==> src/rtl/imm_gen_pipe.sv <==
// RV immediate generator: combinational I/S/B/U/J decode feeding an elastic
// valid/ready pipeline of PIPE_DEPTH stages, plus a saturating illegal-opcode counter.
module imm_gen_pipe #(
    parameter int XLEN       = 64,
    parameter int PIPE_DEPTH = 1,
    parameter int CNT_W      = 16
) (
    input  logic             clk,
    input  logic             rst_n,
    input  logic             in_valid,
    output logic             in_ready,
    input  logic [31:0]      inst_code,
    output logic             out_valid,
    input  logic             out_ready,
    output logic [XLEN-1:0]  imm_out,
    output logic [2:0]       imm_fmt,
    output logic             imm_illegal,
    output logic [CNT_W-1:0] illegal_cnt
);

    localparam logic [2:0] FMT_NONE = 3'd0;
    localparam logic [2:0] FMT_I    = 3'd1;
    localparam logic [2:0] FMT_S    = 3'd2;
    localparam logic [2:0] FMT_B    = 3'd3;
    localparam logic [2:0] FMT_U    = 3'd4;
    localparam logic [2:0] FMT_J    = 3'd5;
    localparam logic [2:0] FMT_ILL  = 3'd7;

    typedef struct packed {
        logic [XLEN-1:0] imm;
        logic [2:0]      fmt;
        logic            illegal;
    } stage_t;

    stage_t             dec;
    logic signed [31:0] imm32;

    always_comb begin
        dec   = '0;
        imm32 = '0;
        case (inst_code[6:0])
            7'b0000011, 7'b0010011,
            7'b1100111, 7'b1110011: dec.fmt = FMT_I;
            7'b0011011:             dec.fmt = (XLEN == 64) ? FMT_I : FMT_ILL;
            7'b0100011:             dec.fmt = FMT_S;
            7'b1100011:             dec.fmt = FMT_B;
            7'b0110111, 7'b0010111: dec.fmt = FMT_U;
            7'b1101111:             dec.fmt = FMT_J;
            7'b0110011, 7'b0001111: dec.fmt = FMT_NONE;
            7'b0111011:             dec.fmt = (XLEN == 64) ? FMT_NONE : FMT_ILL;
            default:                dec.fmt = FMT_ILL;
        endcase
        // Assemble as a signed 32-bit value; the size cast below sign-extends to XLEN.
        case (dec.fmt)
            FMT_I:   imm32 = {{20{inst_code[31]}}, inst_code[31:20]};
            FMT_S:   imm32 = {{20{inst_code[31]}}, inst_code[31:25], inst_code[11:7]};
            FMT_B:   imm32 = {{19{inst_code[31]}}, inst_code[31], inst_code[7],
                              inst_code[30:25], inst_code[11:8], 1'b0};
            FMT_U:   imm32 = {inst_code[31:12], 12'b0};
            FMT_J:   imm32 = {{11{inst_code[31]}}, inst_code[31], inst_code[19:12],
                              inst_code[20], inst_code[30:21], 1'b0};
            default: imm32 = '0;
        endcase
        dec.imm     = XLEN'(imm32);
        dec.illegal = (dec.fmt == FMT_ILL);
    end

    logic   [PIPE_DEPTH-1:0] vld_q, vld_d;
    stage_t [PIPE_DEPTH-1:0] stg_q, stg_d;
    logic   [PIPE_DEPTH:0]   rdy;
    logic   [PIPE_DEPTH:0]   src_v;
    stage_t [PIPE_DEPTH:0]   src;

    // A stage can take new data if it is empty or everything downstream drains.
    always_comb begin
        rdy             = '0;
        rdy[PIPE_DEPTH] = out_ready;
        for (int i = PIPE_DEPTH - 1; i >= 0; i--) begin
            rdy[i] = !vld_q[i] || rdy[i+1];
        end
    end

    always_comb begin
        src_v    = '0;
        src      = '0;
        src_v[0] = in_valid;
        src[0]   = dec;
        for (int i = 0; i < PIPE_DEPTH; i++) begin
            src_v[i+1] = vld_q[i];
            src[i+1]   = stg_q[i];
        end
        vld_d = vld_q;
        stg_d = stg_q;
        for (int i = 0; i < PIPE_DEPTH; i++) begin
            if (rdy[i]) begin
                vld_d[i] = src_v[i];
                if (src_v[i]) stg_d[i] = src[i];
            end
        end
    end

    logic [CNT_W-1:0] cnt_q, cnt_d;

    always_comb begin
        cnt_d = cnt_q;
        if (in_valid && rdy[0] && dec.illegal && (cnt_q != '1)) cnt_d = cnt_q + CNT_W'(1);
    end

    always_ff @(posedge clk or negedge rst_n) begin
        if (!rst_n) begin
            vld_q <= '0;
            stg_q <= '0;
            cnt_q <= '0;
        end else begin
            vld_q <= vld_d;
            stg_q <= stg_d;
            cnt_q <= cnt_d;
        end
    end

    assign in_ready    = rdy[0];
    assign out_valid   = vld_q[PIPE_DEPTH-1];
    assign imm_out     = stg_q[PIPE_DEPTH-1].imm;
    assign imm_fmt     = stg_q[PIPE_DEPTH-1].fmt;
    assign imm_illegal = stg_q[PIPE_DEPTH-1].illegal;
    assign illegal_cnt = cnt_q;

endmodule

==> config.mk <==
export PLATFORM = sky130hd
export DESIGN_NAME = imm_gen_pipe
export DESIGN_NICKNAME = d
export VERILOG_FILES = /design/src/rtl/imm_gen_pipe.sv
export SDC_FILE = /design/constraint.sdc
export NUM_CORES = 1
export LEC_CHECK = 0
export BUFFER_PORTS_ARGS = -buffer_cell sky130_fd_sc_hd__buf_2
export CELL_PAD_IN_SITES_DETAIL_PLACEMENT = 0
export CELL_PAD_IN_SITES_GLOBAL_PLACEMENT = 1
export CORE_MARGIN = 2
export CORE_UTILIZATION = 36
export CTS_BUF_LIST = sky130_fd_sc_hd__clkbuf_4
export CTS_CLUSTER_SIZE = 24
export DETAILED_ROUTE_END_ITERATION = 10
export PLACE_DENSITY = 0.93
export SLEW_MARGIN = 10
export SYNTH_ARGS = -nofsm -noshare
export SYNTH_HDL_FRONTEND = slang
export SYNTH_SLANG_ARGS = --single-unit
==> constraint.sdc <==
create_clock -name clk -period 2.05 [get_ports clk]
set_input_delay 0.3075 -clock clk [delete_from_list [all_inputs] [get_ports clk]]
set_output_delay 0.3075 -clock clk [all_outputs]
set_load 0.005 [all_outputs]
**After elaboration in Yosys (flattened, before gate mapping)**

Cells that the tools add are included.

- Logic and storage cells: 37
- Input port bits: 36
- Flip-flop bits (word level): 53

- Add/sub/neg operators: 1
- Equality and inequality tests: 20
- Reduce and logical (&&, ||, !) cells: 9
- Multiplexer cells: 2

Operators with widths:

| operator | count |
|---|---|
| case mux 32 bit (5 select lines) | 1 |
| == test 7 x 6 -> 1 bit (second input constant) | 4 |
| == test 7 bit (second input constant) | 4 |
| == test 7 x 5 -> 1 bit (second input constant) | 3 |
| case mux 3 bit (6 select lines) | 1 |
| adder 16 x 1 -> 16 bit (second input constant) | 1 |
| inequality test 16 bit (second input constant) | 1 |
| == test 3 bit (second input constant) | 3 |
| == test 7 x 2 -> 1 bit (second input constant) | 1 |
| == test 7 x 4 -> 1 bit (second input constant) | 1 |
| == test 3 x 2 -> 1 bit (second input constant) | 2 |
| OR reduction 5 bit | 1 |
| == test 3 x 1 -> 1 bit (second input constant) | 1 |
| logical AND 1 bit | 3 |
| OR reduction 3 bit | 1 |
| AND reduction 2 bit | 1 |
| OR reduction 2 bit | 1 |
| zero test 1 bit | 1 |
| logical OR 1 bit | 1 |

**Longest topological paths before layout**

Gate-level depths: netlist (run 1).

- Depth after elaboration: 6
- Gate-level depth with buffers: 7
- Gate-level depth less buffers: 6

**Least setup slack after synthesis (run 1)**

OpenSTA, ideal clock, no wires.

- Path type: register -> register
- Start point: register cnt_q[0], in the netlist illegal_cnt[0]
- End point: register cnt_q[15], in the netlist illegal_cnt[15]
- Period minus slack after synthesis: 1887 ps
- Arrival time: 1763 ps
- Stages on the path, launching flop included: 7
- Required time: 1926 ps
- Library setup time: 124 ps
- Path slack: 163 ps
- Cell sequence: dfrtp_1 > ha_1 > and3_1 > and4_1 > and2_1 > or4_1 > xnor2_1

- Word-level cells in the longest chain between the ends: 2

RTL lines:

| item | RTL line | source |
|---|---|---|
| from (decl) | 102 | `logic [CNT_W-1:0] cnt_q, cnt_d;` |
| from (signal assigned) | 117 | `cnt_q <= cnt_d;` |
| branches (longest 2 deep; another with adder 16 x 1 -> 16 bit) | - |  |

Several ways; the timed one is not identified.
A chain may end at the register's enable or synchronous reset.

**Final worst setup path (run 1)**

- Start point: register cnt_q[0], in the netlist illegal_cnt[0]
- End point: register cnt_q[9], in the netlist illegal_cnt[9]

The elaborated chain is that of the path after synthesis.

==> impl_metrics.tcl, run 1 <==
set metrics [dict create \
    crit_path_top_delay_cell "dfrtp_1" \
    worstPathArrival_ns 2.24 \
    syn_area_um2 2810 \
    initial_core_util_pct 36.8 \
    via_per_inst 5.00 \
    crit_chain "ha_2 > and3_1 > and4_1 > and2_2 > or4_1 > xnor2_1" \
    dr.pass1.iters 4 \
    grt_pass1_wl_mm 10.9 \
    cts_root_buffer "clkbuf_4" \
    synth_top_family_by_area "compound AO/OA/AOI/OAI gates" \
    synth.avg_cell_area_um2 9.87 \
    rows 32 \
    syn_nets 322 \
    dieArea_um2 8540 \
    worst_setup_path_end_kind "flop" \
    critPathBufInv 0 \
    synth_cells 285 \
    gp_routability_congestion 0.874 \
    yosys_warnings 0 \
    antenna_found_initial 0 \
    fin_crit_ns 1.97 \
    p_total_mw 2.29 \
    critPathMaxStageDelay_ns 0.44 \
    worstHoldPathType "in -> reg" \
    max_freq_ghz 0.509 \
    fin_crit_sh_pct 95.9 \
    synthToLayoutAreaGrowth_pct 24.1 \
    chipWidth_um 92.4 \
    synth-seq-cells 53 \
    worstPathRequired_ns 2.33 \
    final_hold_viol_count 0 \
    synth_simple_gate_area_share_pct 18.0 \
    synth_edf_count 0 \
    drtIter0Drc 157 \
    cts_tree "built" \
    synthArstFlopShare_pct 100 \
    tightestPinTransition_ns 0.663 \
    grt_pass1_vias 2256 \
    slew_headroom_pct 55.8 \
    n_fill_cell 740 \
    synth_cell_types 46 \
    synth_adder_area_share_pct 0.445 \
    crit_fanout 6 \
    ys_seq_area_share_pct 47.1 \
    diodes 0 \
    crit_family "simple AND/OR/NAND/NOR gates" \
    grt_max_degree 35 \
    io_pins 122 \
    clockBufferDepth 2 \
    io_buffers 121 \
    multi_input_area_um2 1200 \
    htreeDepth 2 \
    crit_type "reg -> reg" \
    pwr_density_cell_nw_per_um2 655 \
    cts.sinks 53 \
    wl_mm 6.90 \
    clk_pin_slew_ns 0.16 \
    vias 2450 \
    status "finished clean" \
    fin_skew_ns 0.00700 \
    synth-xor-area-share_pct 4.36 \
    synth_compound_area_share_pct 18.5 \
    grt_remaining_overflow 0 \
    coreArea_um2 7650 \
    antenna_left 0 \
    hpwl_mm 5.30 \
    slew_violations 0 \
    setup_tns_ns 0 \
    grt_usage_pct 15.8 \
    grt_setup_unrepaired "false" \
    start_kind "flop" \
    wl_per_cell_um 14.1 \
    worstSkewPairLatency_ns 0.37 \
    layout_common_cells "buf_2, dfrtp_1, nand2_1" \
    yosys_most_used_dff "dfrtp_1" \
    setup_viol 0 \
    final_net_count 424 \
    leakagePower_nw 1.88 \
    numCtsBuffers 5 \
    yosys-mux-area-fraction_pct 0.800 \
    cap_violations 0 \
    die_y_um 92.4 \
    regArea_um2 1330 \
    post-route-drc-count 0 \
    drive_above_1_share_pct 41.0 \
    final_common_cell "buf_2" \
    ir_drop_mv 0.481 \
]
cell families (layout without fill, tap and decap cells):
logic type	Yosys count	count (layout)
AND/OR/NAND/NOR	97	97
AO/OA/AOI/OAI	70	70
flip-flops	53	53
buffers and inverters	48	151
XOR/XNOR	14	14
multiplexers	2	2
adder cells (fa/ha/maj)	1	1
power by group:
part	total (mW)	switching, mW	internal (mW)
Sequential	1.26	0.108	1.16
Clock	0.491	0.349	0.142
Combinational	0.533	0.255	0.277
flip-flops by register name, indices dropped and copies added, names as in the netlist:
register and count:
imm_out 32, imm_illegal 1, out_valid 1, imm_fmt 3, illegal_cnt 16
worst paths after layout:
check,startpoint,to,slack [ns],depth (start not counted)
max,illegal_cnt[0],illegal_cnt[9],0.08,6
min,inst_code[22],imm_out[2],0.15,2
max reg2reg,illegal_cnt[0],illegal_cnt[9],0.08,6
min reg2reg,imm_fmt[2],imm_fmt[2],0.48,2
max in group asynchronous,rst_n,illegal_cnt[9],1.08,3
min in group asynchronous,rst_n,imm_out[21],0.42,2
cell usage after synthesis, types with 3 or more instances:
library cell,number,share of area [%]
a31oi_1,4,0.89
buf_4,32,8.5
and3_1,12,2.7
nand2b_1,4,0.89
a221o_1,12,4.3
nand3_1,10,1.8
xor2_1,3,0.93
o21ai_0,8,1.4
a21o_1,4,1.1
xnor2_1,11,3.4
nand2_1,26,3.5
inv_1,3,0.40
nor4b_1,3,0.93
a21oi_1,20,3.6
dfrtp_1,53,47
clkbuf_1,10,1.3
nor2_1,20,2.7
a22o_1,10,3.1
and2_1,3,0.67
buf_2,3,0.53
through the flow:
step / cell area, um^2 / util (%) / setup WS (ns) / instances / hold slack [ns]
floorplan: 2810 / - / 0.163 / 285 / 0.0119
global placement: 3400 / 44.5 / 0.0965 / 480 / 0.309
detailed placement: 3400 / 44.5 / 0.0715 / 480 / 0.323
CTS: 3470 / 45.4 / 0.0625 / 489 / 0.134
global route: 3490 / 45.7 / 0.00638 / 490 / 0.120
finish: 3490 / 45.7 / 0.0846 / 490 / 0.146
worst reg2reg max path, cell delays in order, from the launching register on:
cell and delay [ns]:
dfrtp_1 0.44, ha_2 0.22, and3_1 0.20, and4_1 0.22, and2_2 0.23, or4_1 0.42, xnor2_1 0.14
what timing repair did:
action	in CTS	in global routing
setup endpoints to repair	0	3
hold buffers	1	0
buffers inserted	0	1
hold endpoints to repair	21	0
resized for setup	0	3
area by class of cell:
class,count,area share [%]
Inverter,3,0.322
Tap cell,102,3.65
Clock buffer,5,1.07
Clock inverter,3,0.752
Sequential cell,53,38.0
Multi-Input combinational cell,184,34.4
Timing Repair Buffer,140,21.9
per-layer routing:
metal	track usage (%)	share of wire, %	vias up
met4	3.48	0.62	0
met3	4.07	6.9	5
met5	0	0	-
met1	21.8	45	1170
li1	-	-	1195
met2	25.1	47	80
(Power assumes the default switching activity.)
==> inputs of run 2 (changes only) <==
--- a/config.mk
+++ b/config.mk
@@ -9,11 +9,11 @@
 export CELL_PAD_IN_SITES_DETAIL_PLACEMENT = 0
 export CELL_PAD_IN_SITES_GLOBAL_PLACEMENT = 1
 export CORE_MARGIN = 2
-export CORE_UTILIZATION = 36
+export CORE_UTILIZATION = 33
 export CTS_BUF_LIST = sky130_fd_sc_hd__clkbuf_4
 export CTS_CLUSTER_SIZE = 24
 export DETAILED_ROUTE_END_ITERATION = 10
-export PLACE_DENSITY = 0.93
+export PLACE_DENSITY = 0.9
 export SLEW_MARGIN = 10
 export SYNTH_ARGS = -nofsm -noshare
 export SYNTH_HDL_FRONTEND = slang
==> constraint.sdc (replaced) <==
create_clock -name clk -period 1.7 [get_ports clk]
set_input_delay 0.255 -clock clk [delete_from_list [all_inputs] [get_ports clk]]
set_output_delay 0.255 -clock clk [all_outputs]
set_load 0.005 [all_outputs]
==> impl_metrics.tcl, run 2 (synthesis results as in run 1) <==
set metrics [dict create \
    via_per_inst 4.93 \
    critPathMaxStageDelay_ns 0.43 \
    io_pins 122 \
    pwr_density_cell_nw_per_um2 838 \
    slew_headroom_pct 53.3 \
    synthToLayoutAreaGrowth_pct 33.5 \
    vias 2532 \
    p_total_mw 3.15 \
    post-place-ws_ns -0.239 \
    final_net_count 445 \
    max_freq_ghz 0.568 \
    worstPathRequired_ns 1.96 \
    post-route-drc-count 0 \
    largest_reg_flops 32 \
    start_kind "flop" \
    cap_violations 0 \
    slew_violations 0 \
    final_common_cell "buf_2" \
    final_cell_area_um2 3760 \
    crit_fanout 6 \
    diodes 0 \
    ir_drop_mv 0.589 \
    io_buffers 121 \
    whs_ns 0.0915 \
    grt_pass1_wl_mm 11.2 \
    coreArea_um2 8260 \
    rows 33 \
    fin_crit_ns 1.76 \
    final_hold_viol_count 0 \
    dpl_cell_area_um2 3590 \
    wl_mm 7.25 \
    grt_remaining_overflow 0 \
    numCtsBuffers 5 \
    cts_root_buffer "clkbuf_4" \
    grt_usage_pct 15.3 \
    dieArea_um2 9280 \
    initial_core_util_pct 34.1 \
    setup_viol 2 \
    crit_path_top_delay_cell "or4_4" \
    grt_max_degree 36 \
    drtIter0Drc 196 \
    final_core_util_pct 45.5 \
    crit_chain "ha_2 > and3_4 > and4_4 > and2_4 > or4_4 > xnor2_2" \
    grt_pass1_vias 2392 \
    clockBufferDepth 2 \
    dr.pass1.iters 5 \
    cts.sinks 53 \
    clk_pin_slew_ns 0.16 \
    fin_skew_ns 0.0194 \
    antenna_left 0 \
    hpwl_mm 5.64 \
    crit_type "reg -> reg" \
    antenna_found_initial 0 \
    cts_tree "built" \
    layout_common_cells "buf_2, dfrtp_1, buf_4" \
    gp_routability_congestion 0.880 \
    chipWidth_um 96.3 \
    worstHoldPathType "in -> reg" \
    wl_per_cell_um 14.1 \
    status "complete, but fails checks" \
    tightestPinTransition_ns 0.699 \
    postLayoutSetupSlackWorst_ns -0.0615 \
    fin_crit_sh_pct 104 \
    grt_setup_unrepaired "true" \
    worst_setup_path_end_kind "flop" \
    violations "setup timing" \
    worstSkewPairLatency_ns 0.38 \
    leakagePower_nw 2.03 \
    drive_above_1_share_pct 46.2 \
    htreeDepth 2 \
    worstPathArrival_ns 2.02 \
    die_y_um 96.3 \
]
run 2: changes by cell type in the layout (fill, tap and decap cells not counted), moves of 2 or more:
cell | previous run | this run
and3_1 | 12 | 10
bufinv_16 | 0 | 2
or4_1 | 2 | 0
clkinvlp_4 | 2 | 0
or4_4 | 0 | 2
buf_12 | 1 | 3
buf_4 | 17 | 35
nand2_2 | 0 | 2
nand2_1 | 26 | 24
run 2: what timing repair did:
action                                  4_1_cts  5_1_grt
pin swaps                                     2        0
resized for setup                             5        6
endpoints found under the setup margin        3       12
hold buffers                                  1        0
endpoints found under the hold margin        18        0
setup buffers                                 1        0
run 2: stage by stage:
| step | TNS [ns] | std cells |
|---|---|---|
| after global placement | -4.21 | 504 |
| after CTS | -0.103 | 514 |
| final | -0.105 | 514 |
| after floorplan | -0.141 | 285 |
| after detailed placement | -5.62 | 504 |
| after global routing | -0.171 | 514 |
run 2: worst max-delay path: cells and delay by family (launching register included):
family / cells / cell delay, ns
adders and majority gates: 1 / 0.20
and+or+nand+nor: 4 / 0.91
xor gates and xnor gates: 1 / 0.14
DFF: 1 / 0.41
run 2: where the power goes:
group	internal, mW	switching, mW
registers	1.39	0.0988
logic	0.424	0.372
clock network	0.463	0.395
total	2.28	0.866
run 2: area by class of cell:
cell class / instances / area (um^2)
fillers: 806 / 4500
flip-flops and latches: 53 / 1330
multi-input cells: 184 / 1230
repair buffers: 161 / 950
well taps: 105 / 131
clock inverters: 3 / 68.8
clock buffers: 5 / 37.5
inverters: 3 / 11.3
run 2: final timing paths:
path / start / end / slack (ns) / cells after the start
worst max-delay path: illegal_cnt[0] / illegal_cnt[15] / -0.06 / 6
worst min-delay path: inst_code[29] / imm_out[9] / 0.09 / 2
worst max register to register: illegal_cnt[0] / illegal_cnt[15] / -0.06 / 6
worst min register to register: imm_fmt[2] / imm_fmt[2] / 0.48 / 2
max in group asynchronous: rst_n / imm_out[6] / 0.81 / 3
min in group asynchronous: rst_n / imm_out[22] / 0.35 / 2
run 2: routing by layer:
metal / vias to the layer above / global-route usage, % / part of all wire, %
met1: 1196 / 19.8 / 43
met4: 0 / 3.76 / 0.34
li1: 1247 / - / -
met2: 85 / 25.6 / 49
met3: 4 / 3.92 / 7.7
met5: - / 0 / 0
